`config.mk`:
```
export PLATFORM = sky130hd
export DESIGN_NAME = instr_fetch_decode
export DESIGN_NICKNAME = d
export VERILOG_FILES = /design/src/rtl/core16_pkg.sv /design/src/rtl/pc_reg.sv /design/src/rtl/instr_fetch_decode.sv
export SDC_FILE = /design/constraint.sdc
export NUM_CORES = 1
export LEC_CHECK = 0
export BUFFER_PORTS_ARGS = -buffer_cell sky130_fd_sc_hd__buf_2
export CAP_MARGIN = 10
export CORE_MARGIN = 3
export CORE_UTILIZATION = 45
export DETAILED_ROUTE_END_ITERATION = 16
export PLACE_DENSITY = 0.76
export SKIP_CTS_REPAIR_TIMING = 1
export SKIP_LAST_GASP = 1
export SLEW_MARGIN = 20
export SYNTH_ARGS = -nofsm -noshare
export SYNTH_HDL_FRONTEND = slang
export SYNTH_SLANG_ARGS = --single-unit
```
`constraint.sdc`:
```
create_clock -name clk -period 3.4 [get_ports clk]
set_clock_uncertainty 0.1 [all_clocks]
set_input_delay 0.68 -clock clk [delete_from_list [all_inputs] [get_ports clk]]
set_output_delay 0.68 -clock clk [all_outputs]
set_load 0.05 [all_outputs]
```
`src/rtl/core16_pkg.sv`:
```
`default_nettype none
// ============================================================================
//  Package     : core16_pkg
//  Description : Shared definitions for the 16-bit non-pipelined core:
//                opcode map, instruction field positions and the
//                fetch/decode state encoding.
//  Revision    : 1.0  initial release
// ============================================================================
package core16_pkg;

  // Opcode map. HALT_OP stops the fetch stage.
  localparam logic [3:0] OP_ADD  = 4'h0;
  localparam logic [3:0] OP_SUB  = 4'h1;
  localparam logic [3:0] OP_AND  = 4'h2;
  localparam logic [3:0] OP_OR   = 4'h3;
  localparam logic [3:0] OP_XOR  = 4'h4;
  localparam logic [3:0] OP_ADDI = 4'h5;
  localparam logic [3:0] OP_LDI  = 4'h6;
  localparam logic [3:0] OP_LD   = 4'h7;
  localparam logic [3:0] OP_ST   = 4'h8;
  localparam logic [3:0] OP_BEQ  = 4'h9;
  localparam logic [3:0] OP_BNE  = 4'hA;
  localparam logic [3:0] OP_JMP  = 4'hB;
  localparam logic [3:0] HALT_OP = 4'hF;

  // Instruction field bit positions.
  localparam int OP_MSB  = 15;
  localparam int OP_LSB  = 12;
  localparam int RD_MSB  = 11;
  localparam int RD_LSB  = 8;
  localparam int RS_MSB  = 7;
  localparam int RS_LSB  = 4;
  localparam int RT_MSB  = 3;
  localparam int RT_LSB  = 0;
  localparam int IMM_MSB = 7;
  localparam int IMM_LSB = 0;

  // Fetch/decode sequencer states.
  typedef enum logic [1:0] {
    ST_FETCH  = 2'd0,
    ST_SETTLE = 2'd1,
    ST_ISSUE  = 2'd2,
    ST_HALT   = 2'd3
  } fd_state_t;

  // True when the opcode is the configured halt opcode.
  function automatic logic is_halt(input logic [3:0] op, input logic [3:0] halt_op);
    return (op == halt_op);
  endfunction

endpackage
`default_nettype wire

```
`src/rtl/pc_reg.sv`:
```
`default_nettype none
// ============================================================================
//  Module      : pc_reg
//  Description : Program counter with synchronous reset, branch load and
//                wrapping increment. Load takes priority over increment.
//  Revision    : 1.0  initial release
// ============================================================================
module pc_reg #(
  parameter int                ADDR_W   = 16,
  parameter logic [ADDR_W-1:0] RESET_PC = '0
) (
  input  logic              clk,
  input  logic              rst,
  input  logic              inc,
  input  logic              load,
  input  logic [ADDR_W-1:0] load_value,
  output logic [ADDR_W-1:0] pc
);

  localparam logic [ADDR_W-1:0] C_ONE = {{(ADDR_W-1){1'b0}}, 1'b1};

  // PC update: reset, branch redirect, or increment (natural wrap at top).
  always_ff @(posedge clk) begin
    if (rst) begin
      pc <= RESET_PC;
    end else if (load) begin
      pc <= load_value;
    end else if (inc) begin
      pc <= pc + C_ONE;
    end
  end

endmodule
`default_nettype wire

```
`src/rtl/instr_fetch_decode.sv`:
```
`default_nettype none
// ============================================================================
//  Module      : instr_fetch_decode
//  Description : Fetch/decode stage of the 16-bit non-pipelined core. Owns
//                the PC and IR, fetches one word at a time, exposes the
//                decoded fields and holds them until execute accepts.
//  Revision    : 1.0  initial release
// ============================================================================
module instr_fetch_decode
  import core16_pkg::*;
#(
  parameter int                DATA_W   = 16,
  parameter int                ADDR_W   = 16,
  parameter logic [ADDR_W-1:0] RESET_PC = '0,
  parameter logic [3:0]        HALT_OP  = core16_pkg::HALT_OP
) (
  input  logic              clk,
  input  logic              rst,
  output logic              imem_req,
  output logic [ADDR_W-1:0] imem_addr,
  input  logic              imem_ack,
  input  logic [DATA_W-1:0] imem_rdata,
  output logic              dec_valid,
  input  logic              exec_ready,
  input  logic              branch_taken,
  input  logic [ADDR_W-1:0] branch_target,
  output logic [3:0]        opcode,
  output logic [3:0]        rd,
  output logic [3:0]        rs,
  output logic [3:0]        rt,
  output logic [7:0]        imm8,
  output logic [ADDR_W-1:0] pc_out,
  output logic              halted
);

  // The IR resets to zero, so opcode 0 must never mean halt, and the field
  // map assumes a 16-bit instruction word.
  generate
    if (HALT_OP == 4'h0) begin : g_halt_op_check
      $error("instr_fetch_decode: HALT_OP must not be 0 (IR reset value decodes as opcode 0)");
    end
    if (DATA_W != 16) begin : g_data_w_check
      $error("instr_fetch_decode: field layout requires DATA_W == 16");
    end
  endgenerate

  fd_state_t         r_state;
  logic [DATA_W-1:0] r_ir;
  logic [ADDR_W-1:0] r_pc_out;
  logic              r_imem_req;
  logic              r_dec_valid;
  logic              r_halted;

  logic [ADDR_W-1:0] w_pc;
  logic              w_fetch_done;
  logic              w_handshake;
  logic              w_pc_inc;
  logic              w_pc_load;

  // A fetch completes only while a request is actually outstanding; acks
  // seen with imem_req low (e.g. late acks after reset) are ignored.
  assign w_fetch_done = (r_state == ST_FETCH) && r_imem_req && imem_ack;
  assign w_handshake  = (r_state == ST_ISSUE) && r_dec_valid && exec_ready;
  assign w_pc_inc     = w_fetch_done;
  assign w_pc_load    = w_handshake && branch_taken;

  pc_reg #(
    .ADDR_W   (ADDR_W),
    .RESET_PC (RESET_PC)
  ) u_pc_reg (
    .clk        (clk),
    .rst        (rst),
    .inc        (w_pc_inc),
    .load       (w_pc_load),
    .load_value (branch_target),
    .pc         (w_pc)
  );

  // Sequencer: FETCH raises the request, latches IR on ack, SETTLE gives the
  // downstream sign extender a cycle, ISSUE holds until execute accepts.
  always_ff @(posedge clk) begin
    if (rst) begin
      r_state     <= ST_FETCH;
      r_ir        <= '0;
      r_pc_out    <= '0;
      r_imem_req  <= 1'b0;
      r_dec_valid <= 1'b0;
      r_halted    <= 1'b0;
    end else begin
      case (r_state)
        ST_FETCH: begin
          if (!r_imem_req) begin
            r_imem_req <= 1'b1;
          end else if (imem_ack) begin
            r_ir       <= imem_rdata;
            r_pc_out   <= w_pc;
            r_imem_req <= 1'b0;
            r_state    <= ST_SETTLE;
          end
        end
        ST_SETTLE: begin
          if (is_halt(opcode, HALT_OP)) begin
            r_halted <= 1'b1;
            r_state  <= ST_HALT;
          end else begin
            r_dec_valid <= 1'b1;
            r_state     <= ST_ISSUE;
          end
        end
        ST_ISSUE: begin
          if (exec_ready) begin
            r_dec_valid <= 1'b0;
            r_state     <= ST_FETCH;
          end
        end
        ST_HALT: begin
          r_halted    <= 1'b1;
          r_imem_req  <= 1'b0;
          r_dec_valid <= 1'b0;
        end
        default: begin
          r_state <= ST_FETCH;
        end
      endcase
    end
  end

  // Fields are plain slices of IR, so they only move when IR is loaded.
  assign opcode    = r_ir[OP_MSB:OP_LSB];
  assign rd        = r_ir[RD_MSB:RD_LSB];
  assign rs        = r_ir[RS_MSB:RS_LSB];
  assign rt        = r_ir[RT_MSB:RT_LSB];
  assign imm8      = r_ir[IMM_MSB:IMM_LSB];

  assign imem_req  = r_imem_req;
  assign imem_addr = w_pc;
  assign dec_valid = r_dec_valid;
  assign pc_out    = r_pc_out;
  assign halted    = r_halted;

endmodule
`default_nettype wire
```
* Word-level counts from Yosys, hierarchy flattened
Cells that the tools add are included.
** Operators by class
- Divide/modulo/power cells :: 0
- Add/sub/neg operators :: 1
- Order comparisons :: 0
- Eq/ne operators :: 9
- Shifts and indexed selects :: 0
- Bitwise operators :: 0
- Muxes and demuxes :: 15
- Reductions and logical operators :: 15
- Multipliers :: 0
** Operator list (count)
- 16-bit 2-to-1 mux :: 2
- 16-bit by 1-bit adder with 16-bit output (second input constant) :: 1
- 2-bit != test (second input constant) :: 5
- 1-bit 2-to-1 mux :: 6
- 2-bit 2-to-1 mux :: 3
- 2-bit case mux with 3 select lines :: 1
- 3-bit AND reduction :: 2
- 2-bit nonzero test :: 3
- 3-bit nonzero test :: 2
- 1-bit logical AND :: 5
- 2-bit == test (second input constant) :: 2
- 4-bit == test (second input constant) :: 1
- 1-bit case mux with 2 select lines :: 2
- 4-bit AND reduction :: 1
- 1-bit case mux with 3 select lines :: 1
- 2-bit by 1-bit == test with 1-bit output (second input constant) :: 1
- 2-bit zero test :: 1
- 2-bit AND reduction :: 1
** Word-level totals
- Memory bits (read-only) :: 0
- RAM bits :: 0
- Output and inout bits :: 59
- Register bits after elaboration :: 53
- Memories kept :: 0
- Bits in latches :: 0
- Word-level logic and storage cells :: 47
- Bits of input ports :: 37

* Longest topological paths before layout
Gate-level depths: netlist of run 1.
- Word-level depth :: 5
- Gate-level depth with buffers :: 7
- Depth with buffers taken out :: 6

* Hierarchy
From an unflattened synthesis of run 1, not the netlist that was laid out.
** Second synthesis, totals
- Cell total of the unflattened synthesis :: 296
- Area total of the unflattened synthesis :: 2496.1 µm²
** By module, submodules not included
- instr_fetch_decode :: sequential area each 740.7 µm², area each 1511.4 µm², cells each 184, times used 1
- pc_reg :: sequential area each 320.3 µm², area each 984.7 µm², cells each 112, times used 1

* Worst setup path before layout of run 1
OpenSTA, ideal clock, no wires.
- Path type :: register to register
- Start point :: register u_pc_reg.pc[0]
- End point :: register u_pc_reg.pc[14]
- Buffers on the path :: 1
- Period minus slack after synthesis :: 2.327 ns
- Stages on the path, launching flop included :: 7
- Arrival :: 2.136 ns
- Setup slack :: 1.073 ns
- Path through :: dfxtp_1 -> ha_1 -> nand3_2 -> or2_0 -> clkbuf_2 -> or4_1 -> a311oi_1
** Between the ends
- Cells in the longest elaborated chain, start to end :: 3
** RTL lines
- from (decl) :: line pc_reg.sv:17 : output logic [ADDR_W-1:0] pc
- from (signal assigned) :: line pc_reg.sv:27 : pc <= load_value;
- from (signal assigned) :: line pc_reg.sv:29 : pc <= pc + C_ONE;
- 16-bit by 1-bit adder with 16-bit output :: line pc_reg.sv:29
- 16-bit 2-to-1 mux :: line pc_reg.sv:28 : end else if (inc) begin
- 16-bit 2-to-1 mux :: line pc_reg.sv:26 : end else if (load) begin
No other way between the ends. The select of a mux whose other input is x is not followed.
A chain may end at the register's enable or synchronous reset.

* Final worst setup path of run 1
Same ends and word-level chain as after synthesis.

==> results_dict.tcl, run 1 <==
set metrics [dict create \
    outcome "complete, no violations" \
    track_usage_pct 17.82 \
    slowest_stage "or4_1" \
    highest_layer "met4" \
    initial_core_util_pct 47.66 \
    avgViaCountPerCell 5.117 \
    cpPeakStageDelay_ns 0.52 \
    setup.worst_path.end_class "register" \
    met1_length_um 2501 \
    clkLatencyLatePin_ns 0.31 \
    layout_commonest_cell "buf_2" \
    met2_length_um 2396 \
    clock_path_buffers 2 \
    wl_per_cell_um 12.58 \
    cp_max_fo 6 \
    ant_nets 0 \
    cts_tree "built" \
    max_freq_ghz 0.4897 \
    tightest_slew_ns 0.9558 \
    dieWidth_um 77.43 \
    cts_root_buffer "clkbuf_8" \
    gp_congestion 0.7944 \
    slew_headroom_pct 36.28 \
    grt_pass1_wl_um 8797 \
    rr_worst_depth 5 \
    hold_path_class "reg -> reg" \
    io_pins 96 \
    overflow 0 \
    worstPathRequired_ns 3.52 \
    num_vias 2190 \
    path_cells "ha_1 -> nand3_2 -> or2_0 -> or4_1 -> a311oi_1" \
    powerDensity_nw_per_um2 590.1 \
    post_synth_num_cell_types 34 \
    synth_top_area_share_pct 46.21 \
    nets 402 \
    core_area_um2 4817 \
    fin_setup_tns_ns 0 \
    rsz0062_at_grt "false" \
    dieArea_um2 5995 \
    synth_area_leaders "dfxtp_1, nand2_1, a21oi_1, nor2_1, a211oi_1" \
    ir_drop_mv 0.4023 \
    cts_buffers 5 \
    cp-start-kind "register" \
    routed_wl_um 5386 \
    avgSynthCellArea_um2 8.171 \
    area.growth.synth_to_final_pct 23.92 \
    syn_nets 323 \
    grt_max_degree 54 \
    arrival_ns 2.16 \
    antenna_found_initial 0 \
    rr_endpoint "u_pc_reg.pc[14]" \
    clkSinkCount 53 \
    drtIter0Drc 93 \
    grt_pass1_vias 1976 \
    seqCellArea_um2 1061 \
    cap_violations 0 \
    setup_viol 0 \
    layout_common_cells "buf_2, nand2_1, dfxtp_1" \
    dpl.hpwl_um 3740 \
    multiInputGateArea_um2 1082 \
    nFillCells 500 \
    syn_inst 281 \
    r2r_start "u_pc_reg.pc[0]" \
    clk_pin_slew_worst_paths_ns 0.09 \
    final_core_util_pct 59.06 \
    wl_met3_um 426 \
    drive_above_1_share_pct 30.19 \
    antennaDiodeCount 0 \
    crit_family "simple AND/OR/NAND/NOR gates" \
    yosysTopAreaCell "dfxtp_1" \
    slew_viol_final 0 \
    dr.pass1.iters 5 \
    drc_errors 0 \
    hold_end "pc_out[12]" \
    ys_seq_area_share_pct 46.21 \
    port_buffers 95 \
    htreeDepth 2 \
    ys_warn_count 0 \
    hold_path_depth 2 \
    syn_area_um2 2296 \
    holdCritStartpoint "pc_out[12]" \
    final-hold-violation-count 0 \
    crit_type "reg -> reg" \
    die_y_um 77.43 \
    final.min_clock_period_ns 2.042 \
    ys_ff_latch 53 \
    leakagePower_nw 1.267 \
    num_rows 25 \
    path_buf_inv 0 \
    fin_crit_sh_pct 60.06 \
    rrSetupSlack_ns 1.36 \
]
-- layer usage --
layer / GRT usage [%] / vias to the layer above
met4: 5.872 / 0
li1: - / 1115
met2: 29.45 / 87
met3: 4.988 / 7
met5: 0 / -
met1: 22.34 / 981
-- worst min-delay path: cells and delay by family, from the launching register on --
family,cells,cell delay (ns)
AO/OA/AOI/OAI,1,0.05
flip-flops,1,0.32
AND/OR/NAND/NOR,1,0.05
-- logic make-up (layout without fill, tap and decap cells) --
kind of cell             count (synthesis)  after routing  synth area share (%)
multiplexers                             1              1                0.4360
buffers and inverters                   31            111                 6.648
flip-flops                              53             53                 46.21
AND/OR/NAND/NOR                        121            121                 23.81
adder cells (fa/ha/maj)                  5              5                 2.725
AO/OA/AOI/OAI                           61             61                 16.73
XOR/XNOR                                 9              9                 3.433
-- per-stage QoR --
stage / hold slack [ns] / total power [mW] / cell area, µm² / setup WS, ns / instances
2_1_floorplan: 0.3996 / 1.197 / 2296 / 1.073 / 281
3_3_place_gp: 0.3385 / 1.305 / 2744 / 1.267 / 420
3_5_place_dp: 0.3444 / 1.317 / 2744 / 1.220 / 420
4_1_cts: 0.3568 / 1.696 / 2845 / 1.335 / 428
5_1_grt: 0.3741 / 1.772 / 2845 / 1.216 / 428
6_report: 0.3539 / 1.679 / 2845 / 1.358 / 428
-- power by group --
| part | leakage, nW | switching (mW) | total [mW] | internal (mW) |
|---|---|---|---|---|
| logic | 0.784 | 0.418 | 0.569 | 0.151 |
| registers | 0.429 | 0.0497 | 0.729 | 0.679 |
| clock network | 0.0542 | 0.197 | 0.382 | 0.184 |
| total | 1.27 | 0.665 | 1.68 | 1.01 |
-- Yosys cell counts --
library cell / instances
or3_1: 1
nor3b_1: 1
dfxtp_1: 53
nand3_1: 5
clkbuf_2: 1
and4_1: 1
a311oi_1: 7
mux2i_1: 1
nor2_1: 20
buf_1: 2
clkbuf_1: 13
a21oi_1: 34
o31ai_1: 5
xor2_1: 6
and4_2: 1
or4_1: 5
o21ai_0: 1
nor3_1: 3
a211oi_1: 9
inv_1: 5
nand4_1: 5
a22oi_1: 1
o211a_1: 2
nand3_2: 1
nand4_4: 1
or2_0: 1
buf_4: 9
nand2_1: 73
and3_1: 3
a31oi_1: 1
ha_1: 5
xnor2_1: 3
buf_2: 1
a221oi_1: 1
-- final cells by class --
| class | instances | share of cell area, % |
|---|---|---|
| clock buffer | 7 | 3.386 |
| sequential | 53 | 37.29 |
| timing repair buffer | 98 | 17.50 |
| clock inverter | 1 | 0.1759 |
| tap | 67 | 2.946 |
| multi-input combinational | 197 | 38.04 |
| inverter | 5 | 0.6596 |
-- worst max-delay path by stage --
stage / startpoint / to / slack (ns) / cells after the start
2_1_floorplan: u_pc_reg.pc[0] / u_pc_reg.pc[14] / 1.07 / 6
3_3_place_gp: imem_ack / u_pc_reg.pc[14] / 1.27 / 5
3_5_place_dp: imem_ack / u_pc_reg.pc[14] / 1.22 / 5
4_1_cts: u_pc_reg.pc[0] / u_pc_reg.pc[14] / 1.34 / 5
5_1_grt: u_pc_reg.pc[1] / u_pc_reg.pc[14] / 1.22 / 5
6_report: u_pc_reg.pc[0] / u_pc_reg.pc[14] / 1.36 / 5
Power figures use the tool's default switching activity.
==> inputs of run 2 (changes only) <==
--- a/config.mk
+++ b/config.mk
@@ -8,7 +8,7 @@
 export BUFFER_PORTS_ARGS = -buffer_cell sky130_fd_sc_hd__buf_2
 export CAP_MARGIN = 10
 export CORE_MARGIN = 3
-export CORE_UTILIZATION = 45
+export CORE_UTILIZATION = 43
 export DETAILED_ROUTE_END_ITERATION = 16
 export PLACE_DENSITY = 0.76
 export SKIP_CTS_REPAIR_TIMING = 1
==> constraint.sdc (replaced) <==
create_clock -name clk -period 1.8 [get_ports clk]
set_clock_uncertainty 0.1 [all_clocks]
set_input_delay 0.36 -clock clk [delete_from_list [all_inputs] [get_ports clk]]
set_output_delay 0.36 -clock clk [all_outputs]
set_load 0.05 [all_outputs]
==> results_dict.tcl, run 2 (synthesized netlist as in run 1, its figures left out) <==
set metrics [dict create \
    nFillCells 469 \
    crit_type "reg -> reg" \
    max_freq_ghz 0.5716 \
    dpl.hpwl_um 3973 \
    placed_cells 436 \
    clock_path_buffers 2 \
    die_y_um 79.07 \
    startpoint "r_state[1]" \
    track_usage_pct 17.94 \
    cp_max_fo 5 \
    outcome "complete, no violations" \
    cap_violations 0 \
    num_vias 2263 \
    gp_congestion 0.7832 \
    setup.worst_path.end_class "register" \
    num_rows 25 \
    arrival_ns 1.87 \
    routed_wl_um 5615 \
    core_area_um2 4942 \
    drc_errors 0 \
    port_buffers 95 \
    cts_tree "built" \
    drive_above_1_share_pct 39.05 \
    area.growth.synth_to_final_pct 34.50 \
    dieWidth_um 79.07 \
    slew_headroom_pct 80.91 \
    rrSetupSlack_ns 0.05 \
    layout_common_cells "buf_2, nand2_1, dfxtp_1" \
    setup_viol 0 \
    powerDensity_nw_per_um2 1104 \
    dieArea_um2 6252 \
    rr_worst_depth 6 \
    grt_max_degree 54 \
    fin_crit_sh_pct 97.19 \
    leakagePower_nw 1.373 \
    htreeDepth 2 \
    hold_path_class "in -> reg" \
    initial_core_util_pct 46.46 \
    avgViaCountPerCell 5.074 \
    r2r_start "r_state[1]" \
    grt_pass1_wl_um 9197 \
    hold_end "r_ir[11]" \
    dr.pass1.iters 4 \
    clkSinkCount 53 \
    overflow 0 \
    drtIter0Drc 95 \
    holdCritStartpoint "imem_rdata[11]" \
    clk_pin_slew_worst_paths_ns 0.09 \
    final.min_clock_period_ns 1.749 \
    rr_endpoint "u_pc_reg.pc[14]" \
    ant_nets 0 \
    final-hold-violation-count 0 \
    cp-start-kind "register" \
    final_core_util_pct 62.48 \
    final_cells 446 \
    antenna_found_initial 0 \
    hold_path_depth 3 \
    nets 420 \
    clkLatencyLatePin_ns 0.30 \
    wl_per_cell_um 12.59 \
    slew_viol_final 0 \
    io_pins 96 \
    worstPathRequired_ns 1.92 \
    cts_root_buffer "clkbuf_8" \
    tightest_slew_ns 0.2863 \
    ir_drop_mv 0.4849 \
    cts_buffers 5 \
    grt_pass1_vias 2084 \
    antennaDiodeCount 0 \
    layout_commonest_cell "buf_2" \
]
## run 2: cell type report
type / count / area, µm² / share of cell area [%]
Clock buffer: 7 / 97.59 / 3.160
Inverter: 5 / 18.77 / 0.6078
Sequential cell: 53 / 1099 / 35.58
Clock inverter: 1 / 3.754 / 0.1216
Multi-Input combinational cell: 197 / 1124 / 36.39
Tap cell: 67 / 83.83 / 2.715
Timing Repair Buffer: 116 / 661.9 / 21.43
## run 2: layer usage
layer,wire length (µm),vias to the layer above,global-route usage [%]
met2,2531,83,30.22
li1,-,1152,-
met1,2601,1023,22.91
met3,428,5,4.422
met5,0,-,0
met4,54,0,4.639
## run 2: critical path, cell delays in order, from the launching register on
cell and delay [ns]:
dfxtp_2 0.33, inv_2 0.07, ha_4 0.14, nand3_2 0.08
or2_4 0.27, or4_1 0.46, a311oi_1 0.21
## run 2: stage by stage
step	power, mW	cell area, µm²	setup TNS [ns]	hold slack, ns	setup WS [ns]
finish	3.409	3088	0	0.1863	0.05066
global placement	2.598	2938	-0.007838	0.3388	-0.007838
floorplan	2.267	2345	-0.1831	0.3960	-0.1228
CTS	3.355	3039	-0.1975	0.1737	-0.08371
global route	3.591	3088	-0.01140	0.1806	-0.01140
detailed placement	2.625	2938	-0.07757	0.3449	-0.04826
## run 2: worst max path at each step
stage,to,slack [ns],cells after the start
6_report,u_pc_reg.pc[14],0.05,6
5_1_grt,u_pc_reg.pc[14],-0.01,6
4_1_cts,u_pc_reg.pc[14],-0.08,6
3_5_place_dp,u_pc_reg.pc[14],-0.05,6
3_3_place_gp,u_pc_reg.pc[14],-0.008,6
2_1_floorplan,u_pc_reg.pc[14],-0.12,6
## run 2: power by group
part           internal, mW  leakage, nW  switching [mW]
clock network         0.355       0.0510           0.371
logic                 0.447        0.885           0.866
registers              1.29        0.438          0.0836
==> inputs of run 3 (changes only) <==
--- a/config.mk
+++ b/config.mk
@@ -5,12 +5,13 @@
 export SDC_FILE = /design/constraint.sdc
 export NUM_CORES = 1
 export LEC_CHECK = 0
+export ABC_AREA = 1
 export BUFFER_PORTS_ARGS = -buffer_cell sky130_fd_sc_hd__buf_2
 export CAP_MARGIN = 10
 export CORE_MARGIN = 3
-export CORE_UTILIZATION = 43
+export CORE_UTILIZATION = 44
 export DETAILED_ROUTE_END_ITERATION = 16
-export PLACE_DENSITY = 0.76
+export PLACE_DENSITY = 0.75
 export SKIP_CTS_REPAIR_TIMING = 1
 export SKIP_LAST_GASP = 1
 export SLEW_MARGIN = 20
==> results_dict.tcl, run 3 <==
set metrics [dict create \
    nets 489 \
    initial_core_util_pct 46.22 \
    drtIter0Drc 169 \
    ir_drop_mv 0.7904 \
    fin_setup_tns_ns 0 \
    clock_path_buffers 2 \
    ys_ff_latch 53 \
    dieWidth_um 82.52 \
    htreeDepth 2 \
    arrival_ns 1.21 \
    powerDensity_nw_per_um2 1314 \
    antenna_found_initial 0 \
    slew_headroom_pct 80.28 \
    grt_use_met2_pct 33.57 \
    syn_inst 361 \
    place_ws_ns 0.1638 \
    drc_errors 0 \
    placed_cell_area_um2 3068 \
    clkLatencyLatePin_ns 0.31 \
    slew_viol_final 0 \
    synth_fa_ha_area_share_pct 2.428 \
    post_synth_num_cell_types 33 \
    syn_nets 403 \
    synthArstFlopShare_pct 0 \
    num_rows 27 \
    grt_pass1_vias 2368 \
    finish.instance_area_um2 3192 \
    multiInputGateArea_um2 1270 \
    clkSinkCount 53 \
    synth_area_leaders "dfxtp_1, nor2_1, nand2_1, o21ai_0, a21oi_1" \
    grt_pass1_wl_um 11030 \
    final-hold-violation-count 0 \
    gp_congestion 0.9198 \
    cts_tree "built" \
    worstPathRequired_ns 1.34 \
    synth_top_family_by_area "simple AND/OR/NAND/NOR gates" \
    synth_top_area_share_pct 41.19 \
    grt_max_degree 37 \
    rsz0062_at_grt "false" \
    clk_pin_slew_worst_paths_ns 0.10 \
    dr.pass1.iters 4 \
    io_pins 96 \
    avgSynthCellArea_um2 7.136 \
    final.min_clock_period_ns 1.674 \
    hold_path_class "in -> reg" \
    avgViaCountPerCell 4.992 \
    syn_area_um2 2576 \
    dpl.hpwl_um 4981 \
    fin_ws_ns 0.1257 \
    yosysTopAreaCell "dfxtp_1" \
    ant_nets 0 \
    cp_max_fo 6 \
    cts_buffers 5 \
    cp-start-kind "register" \
    tightest_slew_ns 0.2959 \
    synth_edf_count 0 \
    ys_seq_area_share_pct 41.19 \
    overflow 0 \
    setup.worst_path.end_class "primary output" \
    layout_common_cells "buf_2, nor2_1, nand2_1" \
    die_y_um 82.52 \
    wl_per_cell_um 12.90 \
    post-synth-top-count-cell "nor2_1" \
    grt.busiest_layer "met2" \
    drive_above_1_share_pct 29.69 \
    synthMuxAreaShare_pct 0 \
    layout_commonest_cell "buf_2" \
    synth_common_cells "nor2_1, nand2_1, dfxtp_1, o21ai_0" \
    setup_viol 0 \
    dieArea_um2 6810 \
    grtUsageMet3_pct 4.881 \
    max_freq_ghz 0.5973 \
    cts_root_buffer "clkbuf_8" \
    met1_usage_pct 27.48 \
    track_usage_pct 20.70 \
    synthFlopType "dfxtp_1" \
    leakagePower_nw 1.607 \
    cap_violations 0 \
    ys_warn_count 0 \
    synth_xor_xnor_area_share_pct 0.3400 \
    synth_compound_area_share_pct 15.10 \
    port_buffers 95 \
    nFillCells 526 \
    seqCellArea_um2 1062 \
    area.growth.synth_to_final_pct 23.90 \
    synthSimpleGateAreaFrac_pct 31.13 \
    antennaDiodeCount 0 \
    core_area_um2 5574 \
    num_vias 2596 \
    outcome "complete, no violations" \
    routed_wl_um 6709 \
    fin_crit_sh_pct 93.02 \
    crit_type "reg -> out" \
]
==> run 3: cell families (layout without fill, tap and decap cells) <==
| family | count (synthesis) | in the layout |
|---|---|---|
| compound gates | 72 | 72 |
| xor+xnor | 1 | 1 |
| fa+ha+maj | 5 | 5 |
| buf+inv | 53 | 140 |
| flops | 53 | 53 |
| simple gates | 177 | 177 |
==> run 3: metal layers <==
layer | up-vias | wire length, µm
met3 | 8 | 566
met2 | 93 | 3043
met1 | 1162 | 3010
met5 | - | 0
met4 | 0 | 89
li1 | 1333 | -
==> run 3: path summary, 6_finish.rpt <==
path	startpoint	slack, ns	endpoint	cells past startpoint
hold reg to reg	r_ir[14]	0.38	r_ir[14]	2
setup / recovery	u_pc_reg.pc[3]	0.13	imem_addr[3]	2
hold / removal	imem_rdata[15]	0.17	r_ir[15]	3
setup reg to reg	r_state[0]	0.15	u_pc_reg.pc[4]	10
==> run 3: final cells by class <==
cell class / count / area share [%]
inverter: 28 / 3.450
tap: 72 / 2.822
clock buffer: 7 / 2.705
sequential: 53 / 33.28
timing repair buffer: 104 / 17.01
clock inverter: 1 / 0.9408
multi-input combinational: 255 / 39.79
==> run 3: per-stage QoR <==
step	hold slack [ns]	power, mW	instances	utilization (%)
after floorplan	0.3949	3.010	361	-
after global placement	0.3573	3.339	512	55.04
after detailed placement	0.3604	3.363	512	55.04
after CTS	0.1669	4.214	520	57.13
after global routing	0.1748	4.420	520	57.26
final	0.1720	4.194	520	57.26
==> run 3: critical path, stage by stage (launching register included) <==
cell and delay (ns):
dfxtp_1 0.48, buf_4 0.18, buf_2 0.25
==> run 3: power breakdown <==
group	total (mW)	switching [mW]	internal [mW]
Combinational	1.81	1.38	0.427
Clock	0.845	0.391	0.454
Sequential	1.54	0.147	1.39
Total	4.19	1.92	2.27
